--- src/rtl/sa_tile_if.sv ---
// Handshake and control bundle between a tile requester and the 2x2 systolic tile scheduler.
interface sa_tile_if #(
    parameter int KW = 8
);
    logic          start;
    logic [KW-1:0] k_len;
    logic          abort;
    logic          busy;
    logic          done;
    logic          clr_pe;
    logic [1:0]    feed_row;
    logic [1:0]    feed_col;
    logic [3:0]    pe_en;
    logic [KW-1:0] k_idx;

    modport master (
        output start, k_len, abort,
        input  busy, done, clr_pe, feed_row, feed_col, pe_en, k_idx
    );

    modport slave (
        input  start, k_len, abort,
        output busy, done, clr_pe, feed_row, feed_col, pe_en, k_idx
    );
endinterface

--- src/rtl/sa_tile_scheduler.sv ---
// Sequences one 2x2 systolic tile multiply: clear, skewed operand feed, drain, done pulse.
//
// state    | meaning
// ---------+------------------------------------------------------------
// ST_IDLE  | waiting for start, all outputs low
// ST_CLEAR | one cycle, clear the four PE accumulators
// ST_FEED  | K+2 cycles of skewed operand injection, counter c = 0..K+1
// ST_DRAIN | DRAIN cycles letting the last products settle
// ST_DONE  | one-cycle done pulse
module sa_tile_scheduler #(
    parameter int KW    = 8,
    parameter int DRAIN = 3
) (
    input  logic   clk,
    input  logic   rst,
    sa_tile_if.slave bus
);
    typedef enum logic [2:0] {
        ST_IDLE,
        ST_CLEAR,
        ST_FEED,
        ST_DRAIN,
        ST_DONE
    } state_t;

    localparam logic [KW:0] C_ONE      = (KW+1)'(1);
    localparam logic [KW:0] C_TWO      = (KW+1)'(2);
    localparam logic [3:0]  DRAIN_LOAD = 4'(DRAIN - 1);

    state_t        state_q, state_d;
    logic [KW:0]   c_q, c_d;
    logic [KW-1:0] k_q, k_d;
    logic [3:0]    drain_q, drain_d;

    // K is extended by one bit so K+1 never wraps for K = 2^KW-1
    logic [KW:0] k_ext;
    logic [KW:0] k_plus1;
    assign k_ext   = {1'b0, k_q};
    assign k_plus1 = k_ext + C_ONE;

    always_ff @(posedge clk) begin
        if (rst) begin
            state_q <= ST_IDLE;
            c_q     <= '0;
            k_q     <= '0;
            drain_q <= '0;
        end else begin
            state_q <= state_d;
            c_q     <= c_d;
            k_q     <= k_d;
            drain_q <= drain_d;
        end
    end

    always_comb begin
        state_d = state_q;
        c_d     = c_q;
        k_d     = k_q;
        drain_d = drain_q;
        case (state_q)
            ST_IDLE: begin
                if (bus.start) begin
                    k_d     = bus.k_len;
                    state_d = ST_CLEAR;
                end
            end
            ST_CLEAR: begin
                c_d = '0;
                if (bus.abort)
                    state_d = ST_IDLE;
                else if (k_q == '0)
                    state_d = ST_DONE;
                else
                    state_d = ST_FEED;
            end
            ST_FEED: begin
                if (bus.abort) begin
                    state_d = ST_IDLE;
                end else if (c_q == k_plus1) begin
                    state_d = ST_DRAIN;
                    drain_d = DRAIN_LOAD;
                end else begin
                    c_d = c_q + C_ONE;
                end
            end
            ST_DRAIN: begin
                if (bus.abort)
                    state_d = ST_IDLE;
                else if (drain_q == '0)
                    state_d = ST_DONE;
                else
                    drain_d = drain_q - 4'd1;
            end
            ST_DONE: begin
                state_d = ST_IDLE;
            end
            default: begin
                state_d = ST_IDLE;
            end
        endcase
    end

    logic in_feed;
    logic lead;
    logic mid;
    logic tail;

    // Row/col 1 and the off-diagonal PEs lag by one cycle, PE22 by two
    assign in_feed = (state_q == ST_FEED);
    assign lead    = in_feed && (c_q < k_ext);
    assign mid     = in_feed && (c_q >= C_ONE) && (c_q <= k_ext);
    assign tail    = in_feed && (c_q >= C_TWO) && (c_q <= k_plus1);

    assign bus.busy     = (state_q == ST_CLEAR) || (state_q == ST_FEED) || (state_q == ST_DRAIN);
    assign bus.done     = (state_q == ST_DONE);
    assign bus.clr_pe   = (state_q == ST_CLEAR);
    assign bus.feed_row = {mid, lead};
    assign bus.feed_col = {mid, lead};
    assign bus.pe_en    = {tail, mid, mid, lead};
    assign bus.k_idx    = lead ? c_q[KW-1:0] : '0;
endmodule

--- src/flat_wrapper.sv ---
// flat-port wrapper written by rule: the top's interface ports become plain ports
module sa_tile_scheduler_flat 
#(
    parameter int KW    = 8,
    parameter int DRAIN = 3
)
  (clk, rst, bus_start, bus_k_len, bus_abort, bus_busy, bus_done, bus_clr_pe, bus_feed_row, bus_feed_col, bus_pe_en, bus_k_idx);
  sa_tile_if #(.KW(KW)) bus_i ();
  input  logic clk;
  input  logic rst;
  input wire logic [$bits(bus_i.start)-1:0] bus_start;
  input wire logic [$bits(bus_i.k_len)-1:0] bus_k_len;
  input wire logic [$bits(bus_i.abort)-1:0] bus_abort;
  output wire logic [$bits(bus_i.busy)-1:0] bus_busy;
  output wire logic [$bits(bus_i.done)-1:0] bus_done;
  output wire logic [$bits(bus_i.clr_pe)-1:0] bus_clr_pe;
  output wire logic [$bits(bus_i.feed_row)-1:0] bus_feed_row;
  output wire logic [$bits(bus_i.feed_col)-1:0] bus_feed_col;
  output wire logic [$bits(bus_i.pe_en)-1:0] bus_pe_en;
  output wire logic [$bits(bus_i.k_idx)-1:0] bus_k_idx;
  assign bus_i.start = bus_start;
  assign bus_i.k_len = bus_k_len;
  assign bus_i.abort = bus_abort;
  assign bus_busy = bus_i.busy;
  assign bus_done = bus_i.done;
  assign bus_clr_pe = bus_i.clr_pe;
  assign bus_feed_row = bus_i.feed_row;
  assign bus_feed_col = bus_i.feed_col;
  assign bus_pe_en = bus_i.pe_en;
  assign bus_k_idx = bus_i.k_idx;
  sa_tile_scheduler #(.KW(KW), .DRAIN(DRAIN)) u_core (.clk(clk), .rst(rst), .bus(bus_i));
endmodule
--- config.mk ---
export PLATFORM = sky130hd
export DESIGN_NAME = sa_tile_scheduler_flat
export DESIGN_NICKNAME = d
export VERILOG_FILES = /design/src/rtl/sa_tile_if.sv /design/src/rtl/sa_tile_scheduler.sv /design/src/flat_wrapper.sv
export SDC_FILE = /design/constraint.sdc
export NUM_CORES = 1
export LEC_CHECK = 0
export ABC_AREA = 1
export CAP_MARGIN = 20
export CORE_MARGIN = 2
export CORE_UTILIZATION = 45
export CTS_CLUSTER_DIAMETER = 30
export DETAILED_ROUTE_END_ITERATION = 6
export PLACE_DENSITY = 0.78
export SLEW_MARGIN = 25
export SYNTH_ARGS = -nofsm -noshare
export SYNTH_HDL_FRONTEND = slang
export SYNTH_SLANG_ARGS = --single-unit
--- constraint.sdc ---
create_clock -name clk -period 5 [get_ports clk]
set_input_delay 0.75 -clock clk [delete_from_list [all_inputs] [get_ports clk]]
set_output_delay 0.75 -clock clk [all_outputs]
set_load 0.01 [all_outputs]
Word level (Yosys, flattened, before mapping)
Cells that the tools add are included.
{ "totals": {"wordCells": 58, "output_inout_bits": 19, "reg_bits": 24, "mem_bits_rw": 0, "mem_count": 0, "mem_bits_ro": 0, "latch_bits": 0} }
{ "classes": {"div": 0, "n_eq_ne": 13, "n_lt_le_gt_ge": 5, "mul": 0, "shift": 0, "n_mux": 17, "reduce_logical": 16, "addsub": 3, "bitwise_logic": 0} }
{ "op_table": {"columns": ["operator", "n"], "rows": [
  ["$mux 3", 7],
  ["$mux 9", 2],
  ["$pmux 9 s2", 1],
  ["$mux 4", 4],
  ["$ne 2x2->1 const B", 6],
  ["$pmux 3 s4", 1],
  ["$add 8x1->9 const B", 1],
  ["$add 9x1->9 const B", 1],
  ["$eq 9x9->1", 1],
  ["$ge 9x1->1 const B", 1],
  ["$ge 9x2->1 const B", 1],
  ["$le 9x8->1", 1],
  ["$le 9x9->1", 1],
  ["$lt 9x8->1", 1],
  ["$logic_not 8->1", 1],
  ["$mux 8", 1],
  ["$pmux 4 s2", 1],
  ["$eq 3x2->1 const B", 2],
  ["$reduce_and 3->1", 2],
  ["$logic_and 1x1->1", 5],
  ["$reduce_and 5->1", 1],
  ["$logic_not 4->1", 1],
  ["$reduce_bool 2->1", 2],
  ["$sub 4x1->4 const B", 1],
  ["7 further kinds", 8]
]} }

Logic depth before layout (Yosys ltp)
{ "depth": {"word_depth": 5, "ltp_mapped": 17, "mapped_depth_nobuf": 16} }

Worst setup path before layout
OpenSTA, ideal clock, no wires.
{ "synth_timing": {"kind": "register -> output", "from": "register u_core.k_q[0]", "to": "output bus_pe_en[3]", "path_stages_with_launch": 14, "path_slack_ns": 2.303, "arrival_ns": 1.947, "path_cell_list": "dfxtp_1 inv_1 nor3_1 nand3_1 nor2_1 nand2_1 nand2_1 nand2_1 ha_1 nand3_1 nor2_2 nand2_4 a21oi_1 buf_4"} }
{ "synth_via": {"elab_chain_len": 3} }
{ "synth_lines": {"columns": ["item", "line_no", "rtl"], "rows": [
  ["start: declaration", "sa_tile_scheduler.sv:32", "logic [KW-1:0] k_q, k_d;"],
  ["start signal: assignment", "sa_tile_scheduler.sv:50", "k_q <= k_d;"],
  ["$add 8x1->9", "sa_tile_scheduler.sv:39", "assign k_plus1 = k_ext + C_ONE;"],
  ["$le 9x9->1", "sa_tile_scheduler.sv:112", "assign tail = in_feed && (c_q >= C_TWO) && (c_q <= k_plus1);"],
  ["$logic_and 1x1->1", "sa_tile_scheduler.sv:112", null],
  ["end: declaration", "flat_wrapper.sv:19", "output wire logic [$bits(bus_i.pe_en)-1:0] bus_pe_en;"]
]} }
Every way passes these cells.

Worst setup path in the final report
Ends and elaborated chain as after synthesis.

==> metrics.csv <==
metric,value,unit
synth.most_common_cell,nand2_1,
top_usage_layer,met2,
ir_worst_vdd,145.6,uV
avgSynthCellArea,6.720,sq um
layoutNonFillerInstCount,384,
yosys.cell_types.count,27,
p_per_area,282.7,nW/um^2
synth-seq-cells,24,
tritoncts,built,
start_util,47.19,%
synth_edf_count,0,
setup_slack,1.283,ns
clkPwrFrac,20.0,%
r2r_start,u_core.k_q[0]$_SDFFE_PP0P_,
fin_tns_setup,0,ns
worstPathArrival,2.97,ns
pwr-share-seq,34.6,%
hold_start,u_core.drain_q[1]$_SDFFE_PP0P_,
grt_pass1_vias,1784,
syn2layout_area_growth,15.86,%
place_hpwl,3.752,mm
ios,31,
dp_slack,1.600,ns
synth_top_area_share,23.06,%
netSwitchingFraction,40.95,%
drt_iter0_drc,106,
reg2regPathDepth,15,
via_per_inst,5.104,
post_cts_buffers,0,
cts_max_level,1,
design.die.area,5190,sq um
grt_pass1_wl,7.948,mm
cts_resized,0,
io_buffers,30,
ys_top_cells_by_count,"nand2_1 (57), nor2_1 (45), inv_1 (35)",
fin_crit,3.717,ns
cts_buffer_depth,2,
dr.pass1.iters,4,
skew,0.003233,ns
startpoint_type,register,
leakage,1.050,nW
grt_start_max_net_pins,17,
clkSlewWorstSetupHoldPaths,0.09,ns
cts_buffers,3,
ys_dominant_reg_cell,dfxtp_1,
ys_seq_area_share,23.06,%
core,4414,sq um
use_met1,26.28,%
fin_crit_sh,74.34,%
yosys.area.top_type,dfxtp_1,
num_rows,24,
r2r-end,u_core.c_q[4]$_SDFFE_PP0P_,
synthTopCellsByArea,"dfxtp_1 (23%), ha_1 (14%), nand2_1 (10%), nor2_1 (8.1%), inv_1 (6.3%)",
final_layout_size_suffix_gt1_share,9.036,%
power.internal,0.4029,mW
antenna_found_initial,0,
grt_usage,19.00,%
hold_viol,0,
setup_viol,0,
status,"finished, final reports clean",
dr_total_vias,1960,
crit_path_end,bus_pe_en[3],
netSwitchingPower,0.2794,mW
netlist_area,2083,sq um
combPwrFrac,45.4,%
synth_fp_nets,346,
crit_required,4.25,ns
fp.dieH,72.04,microns
cp-startpoint,u_core.k_q[0]$_SDFFE_PP0P_,
clock_latency,0.28,ns
nets,369,
async_reset_ff_share,0,%
utilization,54.68,%
routedWlPerCell,12.41,microns
rrSetupSlack,2.50,ns
syn_inst,310,
use_met2,30.86,%
hp-class,reg -> reg,
tightest_slew,0.4111,ns
use_met3,2.361,%
overflow,0,
max_cap_violations,0,
yosys_warnings,0,
finalMaxSlewViolations,0,
gp_congestion,0.8756,
clock-sinks,24,
drt_wl_total,4.766,mm
die_w,72.04,microns
rsz0062_at_grt,false,
n_antenna_cell,0,
critPathKind,reg -> out,
drc,0,
fmax,0.2690,GHz
cp-end-kind,output port,
root_buffer,clkbuf_8,
ant_nets,0,
maxSlewHeadroom,72.56,%
cp_max_fo,4,
dp_cells,380,
cts_hold_buf,0,
## placed cells by master (no fill, tap or decap), drive strengths merged, types with 3 or more instances in the layout
master          n
a21oi          31
clkbuf          4
clkdlybuf4s50  30
dfxtp          24
ha             24
inv            40
nand2          65
nand3          29
nand4           6
nor2           49
nor3            5
o21a            3
o21ai          13
xor2            4
## worst max-delay path, stage by stage (launching register included)
cell and delay, ns:
dfxtp_1 0.37, inv_1 0.10, nor3_1 0.32, nand3_1 0.19
nor2_1 0.16, nand2_1 0.06, nand2_1 0.05, nand2_1 0.05
ha_1 0.29, nand3_1 0.09, nor2_2 0.16, nand2_4 0.10
a21oi_1 0.19, clkdlybuf4s50_1 0.56
## sequential cells by signal (all words and copies together), names as in the netlist
register        count
u_core.drain_q      4
u_core.k_q          8
u_core.c_q          9
u_core.state_q      3
## routing by layer
layer / wire length [microns] / part of all wire, %
met2: 2133 / 45
met3: 196 / 4.1
met4: 54 / 1.1
met1: 2380 / 50
met5: 0 / 0
## kinds of logic (layout without fill, tap and decap cells)
kind of cell,count (synthesis),in the layout,share of synthesized area (%)
simple gates,156,156,35.56
fa+ha+maj,24,24,14.41
xor+xnor,6,6,2.523
compound gates,48,48,12.91
flops,24,24,23.06
buf+inv,52,74,11.53
## layout make-up
type	instances	area (sq um)
Fill cell	426	2001
Timing Repair Buffer	30	300.3
Sequential cell	24	480.5
Tap cell	52	65.06
Clock buffer	4	55.05
Multi-Input combinational cell	234	1363
Inverter	40	150.1
## power groups by stage
stage | clock (mW) | combinational, mW | sequential (mW)
2_1_floorplan | 0 | 0.241 | 0.235
3_3_place_gp | 0 | 0.301 | 0.240
3_5_place_dp | 0 | 0.306 | 0.240
4_1_cts | 0.139 | 0.309 | 0.236
5_1_grt | 0.144 | 0.350 | 0.239
6_report | 0.136 | 0.310 | 0.236
## how the worst min path moves through the flow
stage | to | slack, ns | cells past startpoint
after CTS | u_core.drain_q[1]$_SDFFE_PP0P_ | 0.49 | 2
final | u_core.drain_q[1]$_SDFFE_PP0P_ | 0.48 | 2
after global routing | u_core.drain_q[1]$_SDFFE_PP0P_ | 0.52 | 2
after global placement | u_core.drain_q[1]$_SDFFE_PP0P_ | 0.47 | 2
after floorplan | u_core.drain_q[0]$_SDFFE_PP0P_ | 0.45 | 2
after detailed placement | u_core.drain_q[1]$_SDFFE_PP0P_ | 0.47 | 2
## per-stage QoR
step	cell area (sq um)	hold slack (ns)	total power [mW]
4_1_cts	2414	0.4854	0.6844
6_report	2414	0.4816	0.6824
5_1_grt	2414	0.5155	0.7336
2_1_floorplan	2083	0.4524	0.4765
3_5_place_dp	2359	0.4711	0.5466
3_3_place_gp	2359	0.4652	0.5416
(Power assumes the default switching activity.)
